## config.mk

```make
export PLATFORM = sky130hd
export DESIGN_NAME = mem_port_arbiter
export DESIGN_NICKNAME = d
export VERILOG_FILES = /design/src/rtl/mem_port_arbiter_pkg.sv /design/src/rtl/mem_port_arbiter_timeout_ctr.sv /design/src/rtl/mem_port_arbiter.sv
export SDC_FILE = /design/constraint.sdc
export NUM_CORES = 1
export LEC_CHECK = 0
export BUFFER_PORTS_ARGS = -buffer_cell sky130_fd_sc_hd__buf_2
export CAP_MARGIN = 25
export CORE_ASPECT_RATIO = 0.75
export CORE_MARGIN = 2
export CORE_UTILIZATION = 28
export DETAILED_ROUTE_END_ITERATION = 10
export PLACE_DENSITY_LB_ADDON = 0.1
export SLEW_MARGIN = 15
export SYNTH_ARGS = -nofsm -noshare
export SYNTH_HDL_FRONTEND = slang
export SYNTH_SLANG_ARGS = --single-unit
```

## constraint.sdc

```tcl
create_clock -name clk -period 3.95 [get_ports clk]
set_clock_uncertainty 0.05 [all_clocks]
set_input_delay 0.395 -clock clk [delete_from_list [all_inputs] [get_ports clk]]
set_output_delay 0.395 -clock clk [all_outputs]
set_load 0.005 [all_outputs]
```

## src/rtl/mem_port_arbiter_pkg.sv

```systemverilog
// Shared types for the unified memory port arbiter: FSM states, default-width
// access descriptor and a small state-classification helper.
package mem_port_arbiter_pkg;

   localparam int unsigned ARB_ADDR_W = 32;
   localparam int unsigned ARB_DATA_W = 32;
   localparam int unsigned ARB_BE_W   = ARB_DATA_W / 8;

   typedef enum logic [1:0] {
      ARB_IDLE    = 2'd0,
      ARB_BUSY_IF = 2'd1,
      ARB_BUSY_DM = 2'd2
   } arb_state_t;

   typedef logic [ARB_BE_W-1:0] mem_be_t;

   // Default-width access descriptor as seen by the pipeline stages.
   typedef struct packed {
      logic                  we;
      mem_be_t               be;
      logic [ARB_ADDR_W-1:0] addr;
      logic [ARB_DATA_W-1:0] wdata;
   } mem_req_t;

   // True while an access is outstanding on the memory bus.
   function automatic logic arb_is_busy(input arb_state_t s);
      logic busy;
      case (s)
         ARB_BUSY_IF: busy = 1'b1;
         ARB_BUSY_DM: busy = 1'b1;
         default:     busy = 1'b0;
      endcase
      return busy;
   endfunction

endpackage

```

## src/rtl/mem_port_arbiter_timeout_ctr.sv

```systemverilog
// Saturating BUSY-cycle counter; flags when an access has waited TIMEOUT
// cycles without the memory completing it. TIMEOUT must be at least 1.
module arb_timeout_ctr #(
   parameter int unsigned TIMEOUT = 255
) (
   input  logic clk_i,
   input  logic rst_i,
   input  logic clear_i,
   input  logic enable_i,
   output logic expired_o
);

   localparam int unsigned CNT_W = $clog2(TIMEOUT + 1);

   logic [CNT_W-1:0] cnt_q;
   logic [CNT_W-1:0] cnt_d;

   // Next count: clear wins, otherwise step while enabled and not yet expired.
   always_comb begin
      cnt_d = cnt_q;
      if (clear_i) begin
         cnt_d = {CNT_W{1'b0}};
      end else if (enable_i && !expired_o) begin
         cnt_d = cnt_q + CNT_W'(1);
      end else begin
         cnt_d = cnt_q;
      end
   end

   // Counter register.
   always_ff @(posedge clk_i or posedge rst_i) begin
      if (rst_i) begin
         cnt_q <= {CNT_W{1'b0}};
      end else begin
         cnt_q <= cnt_d;
      end
   end

   assign expired_o = (cnt_q == CNT_W'(TIMEOUT));

endmodule

```

## src/rtl/mem_port_arbiter.sv

```systemverilog
// Single-port memory bus arbiter between instruction fetch (IF) and the
// load/store unit (DM). DM has fixed priority; accesses are sequenced through
// a variable-latency ready handshake and aborted after TIMEOUT idle BUSY cycles.
// Note: rst_n is active-high despite its name.
module mem_port_arbiter
   import mem_port_arbiter_pkg::*;
#(
   parameter int unsigned ADDR_W  = 32,
   parameter int unsigned DATA_W  = 32,
   parameter int unsigned TIMEOUT = 255
) (
   input  logic                clk,
   input  logic                rst_n,
   input  logic                if_req,
   input  logic [ADDR_W-1:0]   if_addr,
   output logic                if_gnt,
   output logic                if_rvalid,
   output logic [DATA_W-1:0]   if_rdata,
   input  logic                dm_req,
   input  logic                dm_we,
   input  logic [DATA_W/8-1:0] dm_be,
   input  logic [ADDR_W-1:0]   dm_addr,
   input  logic [DATA_W-1:0]   dm_wdata,
   output logic                dm_gnt,
   output logic                dm_rvalid,
   output logic [DATA_W-1:0]   dm_rdata,
   output logic                mem_req,
   output logic                mem_we,
   output logic [DATA_W/8-1:0] mem_be,
   output logic [ADDR_W-1:0]   mem_addr,
   output logic [DATA_W-1:0]   mem_wdata,
   input  logic                mem_ready,
   input  logic [DATA_W-1:0]   mem_rdata,
   output logic                if_stall,
   output logic                dm_stall,
   output logic                bus_err
);

   localparam int unsigned BE_W = DATA_W / 8;

   // Parameter-width access fields held on the bus for the whole access.
   typedef struct packed {
      logic              we;
      logic [BE_W-1:0]   be;
      logic [ADDR_W-1:0] addr;
      logic [DATA_W-1:0] wdata;
   } acc_t;

   arb_state_t state_q, state_d;
   acc_t       acc_q, acc_d;
   logic       mem_req_q, mem_req_d;

   logic busy_s;
   logic arb_en_s;
   logic abort_s;
   logic expired_s;
   logic if_gnt_s, dm_gnt_s;
   logic cnt_clear_s, cnt_enable_s;

   assign busy_s = arb_is_busy(state_q);

   // Arbitration window, abort detection and next-state / next-access selection.
   always_comb begin
      state_d   = state_q;
      acc_d     = acc_q;
      arb_en_s  = (state_q == ARB_IDLE) || (busy_s && mem_ready);
      abort_s   = busy_s && !mem_ready && expired_s;
      dm_gnt_s  = !rst_n && arb_en_s && dm_req;
      if_gnt_s  = !rst_n && arb_en_s && if_req && !dm_req;
      if (dm_gnt_s) begin
         state_d = ARB_BUSY_DM;
         acc_d   = '{we: dm_we, be: dm_be, addr: dm_addr, wdata: dm_wdata};
      end else if (if_gnt_s) begin
         state_d = ARB_BUSY_IF;
         acc_d   = '{we: 1'b0, be: {BE_W{1'b1}}, addr: if_addr, wdata: {DATA_W{1'b0}}};
      end else if (abort_s || arb_en_s) begin
         state_d = ARB_IDLE;
      end else begin
         state_d = state_q;
      end
      mem_req_d = (state_d != ARB_IDLE);
   end

   // Arbiter FSM with the registered memory-bus request and access fields.
   always_ff @(posedge clk or posedge rst_n) begin
      if (rst_n) begin
         state_q   <= ARB_IDLE;
         acc_q     <= '0;
         mem_req_q <= 1'b0;
      end else begin
         case (state_q)
            ARB_IDLE, ARB_BUSY_IF, ARB_BUSY_DM: begin
               state_q   <= state_d;
               acc_q     <= acc_d;
               mem_req_q <= mem_req_d;
            end
            default: begin
               state_q   <= ARB_IDLE;
               acc_q     <= acc_q;
               mem_req_q <= 1'b0;
            end
         endcase
      end
   end

   // Counter restarts whenever a new access is granted or the bus is idle.
   assign cnt_clear_s  = if_gnt_s || dm_gnt_s || !busy_s;
   assign cnt_enable_s = busy_s && !mem_ready;

   arb_timeout_ctr #(
      .TIMEOUT (TIMEOUT)
   ) u_timeout_ctr (
      .clk_i     (clk),
      .rst_i     (rst_n),
      .clear_i   (cnt_clear_s),
      .enable_i  (cnt_enable_s),
      .expired_o (expired_s)
   );

   // Completion/abort responses and stall generation toward the pipeline.
   always_comb begin
      if_gnt    = if_gnt_s;
      dm_gnt    = dm_gnt_s;
      if_rvalid = (state_q == ARB_BUSY_IF) && (mem_ready || abort_s);
      dm_rvalid = (state_q == ARB_BUSY_DM) && (mem_ready || abort_s);
      if_rdata  = {DATA_W{1'b0}};
      dm_rdata  = {DATA_W{1'b0}};
      if ((state_q == ARB_BUSY_IF) && mem_ready) begin
         if_rdata = mem_rdata;
      end else begin
         if_rdata = {DATA_W{1'b0}};
      end
      if ((state_q == ARB_BUSY_DM) && mem_ready && !acc_q.we) begin
         dm_rdata = mem_rdata;
      end else begin
         dm_rdata = {DATA_W{1'b0}};
      end
      bus_err  = abort_s;
      if_stall = !rst_n && ((if_req && !if_gnt_s) ||
                            ((state_q == ARB_BUSY_IF) && !if_rvalid));
      dm_stall = !rst_n && ((dm_req && !dm_gnt_s) ||
                            ((state_q == ARB_BUSY_DM) && !dm_rvalid));
   end

   assign mem_req   = mem_req_q;
   assign mem_we    = acc_q.we;
   assign mem_be    = acc_q.be;
   assign mem_addr  = acc_q.addr;
   assign mem_wdata = acc_q.wdata;

endmodule

```

==> results by stage <==
Run status:
- The flow ran to the end, and the final reports show no timing, DRC or antenna violations.

Setup path:
- Of all nets on the critical path, the largest fanout is 22.
- The type of the worst setup path is flip-flop to primary output.
- The most critical setup path has its endpoint at dm_gnt.
- The data arrival time of the critical path is 2520 ps.
- The depth of the worst register-to-register path is 7.
- The type of element launching the critical path is a flip-flop.
- The worst register-to-register path ends at mem_addr[18]$_DFFE_PP0P_.
- The worst setup path is captured at a primary output.
- The required time reported for the critical path endpoint is about 3500 ps.
- The worst register-to-register path begins at state_q[0]$_DFF_PP0_.
- In this run the worst setup path begins at state_q[0]$_DFF_PP0_.
- The slack of the worst reg-to-reg path is 1370 ps.

Synthesis:
- The cell area after technology mapping is between 3000 and 4000 µm².
- The most used flip-flop cell after synthesis is sky130_fd_sc_hd__dfrtp_1.
- The count of flip-flops with a built-in enable after synthesis is 0.
- Of the total synthesized cell area, the portion taken by full adders, half adders and majority gates is 1.576%.
- The number of flip-flops and latches in the synthesized netlist is 80.
- In the post-synthesis netlist, the biggest area contributors are sky130_fd_sc_hd__dfrtp_1 50%, sky130_fd_sc_hd__mux2i_1 8.3%, sky130_fd_sc_hd__a22o_1 7.3%, sky130_fd_sc_hd__and3_1 5.5%, sky130_fd_sc_hd__and2_1 5.0%.
- The synthesized area divided by synthesized cell count is 10.58 µm².
- The portion of synthesized area spent on multiplexers is 8.323%.
- The share of synthesized registers carrying an async set or reset is 100.0%.
- When the netlist entered floorplanning its net count stood at 518.
- For this run, the number of Yosys warnings is 0.
- In the post-synthesis netlist, the cell with the most instances is sky130_fd_sc_hd__dfrtp_1.
- The cell count after synthesis is 375.
- Sorting the synthesized cells by how often they occur yields 80 x sky130_fd_sc_hd__dfrtp_1, 44 x sky130_fd_sc_hd__nor2_1, 35 x sky130_fd_sc_hd__and3_1.
- The simple-gate share of the synthesized area is ~18%.
- The synthesized netlist devotes 1.545% of its cell area to XOR and XNOR gates.
- The distinct cell type count after synthesis is 37.
- For this run, the register share of the synthesized area comes to 50.44%.
- In this run the biggest area consumer among cell types represents 50.44% of the synthesized area.
- The compound-gate portion of the synthesized area is 15.13%.
- The main combinational cell family by area after synthesis is simple AND/OR/NAND/NOR gates.
- Of all cell types, the one taking the most synthesized area is sky130_fd_sc_hd__dfrtp_1.

GRT:
- The number of antenna violations at the first check in global routing came to 0.
- The number of global-route vias before repair was about 3600.
- Entering global routing, the biggest net connects 69 pins.
- The overall track demand over capacity in global routing is 15.25%.
- Summed over all layers, the global routing overflow is 0.
- The global-route wire length before repair is roughly 18 mm.

Clocking:
- The TritonCTS clock tree is built.
- In this run, CTS created clock tree buffers numbering 9.
- After clock tree synthesis, the clock-pin slew on the worst setup and hold paths is 60 ps.
- The tree is rooted in a sky130_fd_sc_hd__clkbuf_16.
- The quantity of hold-fixing buffers added after cts is 0.
- The worst-skew pair later-pin latency is 330 ps.
- The number of gates resized after CTS is 0.
- Once the clock tree was built, the setup fixing pass inserted 0 buffers.
- The H-tree depth is 3.
- No sink is reached through more buffers than the 2 on the longest clock path.
- The clock sink count is 80.

STA:
- After layout, the worst path uses 74.96% of the clock period.
- Headroom to the max-slew limit came out at 38.24%.
- Setup repair after global routing left no endpoint under its margin.
- The smallest clock period supported by the final layout is computed as ~3000 ps.
- In the final timing run, aggregate negative setup slack is 0 ps.
- The post-layout worst setup margin is just under 1000 ps.
- Based on the critical path, the design can be clocked at up to 0.3377 GHz.
- The final-report hold violation count is 0.
- The measured slew at the worst slew-check pin is about 930 ps.
- The number of pins exceeding their max-slew limit in the final report was 0.
- Setup violations remaining at the end of the flow were counted as 0.

Cells and area:
- Cells fill around two fifths of the core in the end.
- With fillers left out, the area of the finished cells amounts to a little under 6000 µm².
- The number of antenna diodes in the final layout is 0.
- The layout-stage area growth over the synthesis result is 45.37%.
- Cells with a size suffix above 1 make up approximately 47% of the layout.
- At the end of the flow, the number of nets in the layout was about 800.
- The count of fill cells added during filler insertion is 1376.
- In the final layout, the multi-input gates occupy 1785 µm².
- Once layout is complete, the cells apart from fillers number 821.
- Across the whole layout, storage elements account for 2002 µm².

Power and ir drop:
- The leakage power figure is 3.155 nW.
- IR analysis of the VDD net gives a maximum drop of 0.2135 mV.
- In this run the power density over the cells is 476.9 nW/µm².

Place:
- The number of placed instances, taps included, is 805.
- Summed over all nets, the half-perimeter wirelength after detailed placement is 8.815 mm.
- Summing all placed instances gives a cell area of 5466 µm².
- The final weighted congestion of routability-driven global placement is 0.7845.
- The post-place setup slack is around 1300 ps.
- In this run the tool buffered the top-level ports with roughly 280 buffer cells.

Routing:
- The antenna violation net count after detailed routing is 0.
- The number of DRC violations after detailed-routing iteration 0 is 216.
- The first-pass iteration count of the detailed router is 4.
- The per-cell routed wire length is 14.48 µm.
- In the routed design, unresolved DRC markers number 0.
- The count of vias placed by the detailed router is 3802.
- The sum of routed wire length over all layers is 11.89 mm.
- The detailed-route vias per instance is about 4.6.

Floorplanning:
- The x dimension of the die is 141.5 µm.
- The overall die area is 15150 µm².
- The I/O pin count is 279.
- The die is 107.1 µm tall.
- The floorplan has 37 rows.
- The area of the core region is 13800 µm².
- The initial utilization of the core area, before any placement, comes to 28.77%.

Run:
- The number of maximum-capacitance constraint violations is 0.

Min path:
- The worst hold path belongs to the class primary input to async pin.
-- metrics by stage --
step | hold WS (ps) | power [W]
finish | 74.32 | 0.002751
global route | 103.2 | 0.002947
floorplan | 447.9 | 0.001548
CTS | 72.99 | 0.002803
global placement | 427.2 | 0.001928
detailed placement | 430.3 | 0.001938
-- area by class of cell --
type,count,share of cell area (%)
clock buffers,9,3.904
clock inverters,7,1.345
inverters,4,0.2819
multi-input cells,262,30.95
flip-flops and latches,80,34.70
well taps,175,3.795
repair buffers,284,25.03
-- state kept, by name (all words and copies together) (netlist names) --
signal,count
mem_be,4
state_q,2
mem_addr,32
mem_we,1
u_timeout_ctr.cnt_q,8
mem_req,1
mem_wdata,32
-- placed cells by master, fill, tap and decap left out, drive strengths merged, types with 2 or more instances in the layout --
cell,instances
buf,284
dfrtp,80
nor2,44
and3,35
a21oi,34
mux2i,33
a22o,33
and2,32
clkbuf,9
inv,6
xor2,5
ha,5
o22a,4
nand2,4
nor2b,4
nand3,3
o211ai,3
clkinv,3
o21ai,3
nand4,2
xnor2,2
a31oi,2
o41ai,2
-- cells by family (layout without fill, tap and decap cells) --
group           after synthesis  in the layout
mux                          33             33
fa+ha+maj                     5              5
buf+inv                      33            304
xor+xnor                      7              7
flops                        80             80
simple gates                132            132
compound gates               85             85
-- metal layers --
metal  share of wire [%]  up-vias  routed length (µm)  track usage [%]
li1                    -     1873                   -                -
met3                 7.4        9                 875            4.422
met4                 1.0        0                 124            3.643
met1                  45     1763                5362            20.30
met5                   0        -                   0                0
met2                  46      157                5525            24.58
-- how the worst min path moves through the flow --
stage,endpoint,cells after the start
5_1_grt,mem_addr[16]$_DFFE_PP0P_,2
3_5_place_dp,u_timeout_ctr.cnt_q[0]$_DFFE_PP0P_,2
2_1_floorplan,mem_wdata[0]$_DFFE_PP0P_,1
6_report,mem_addr[12]$_DFFE_PP0P_,2
3_3_place_gp,u_timeout_ctr.cnt_q[4]$_DFFE_PP0P_,2
4_1_cts,mem_addr[22]$_DFFE_PP0P_,2
-- critical path, cell delays in order, from the launching register on --
cell and delay, ps:
sky130_fd_sc_hd__dfrtp_1 420, sky130_fd_sc_hd__inv_1 90, sky130_fd_sc_hd__ha_1 390, sky130_fd_sc_hd__a21o_2 190, sky130_fd_sc_hd__and3_2 470, sky130_fd_sc_hd__buf_4 430
sky130_fd_sc_hd__buf_2 190
-- power breakdown --
part / leakage, nW / internal (W) / total, W / switching [W]
registers: 0.966 / 0.00103 / 0.00113 / 0.000109
logic: 2.04 / 0.000392 / 0.000781 / 0.000389
clock network: 0.147 / 0.000496 / 0.000837 / 0.000341
Power figures use the tool's default switching activity.
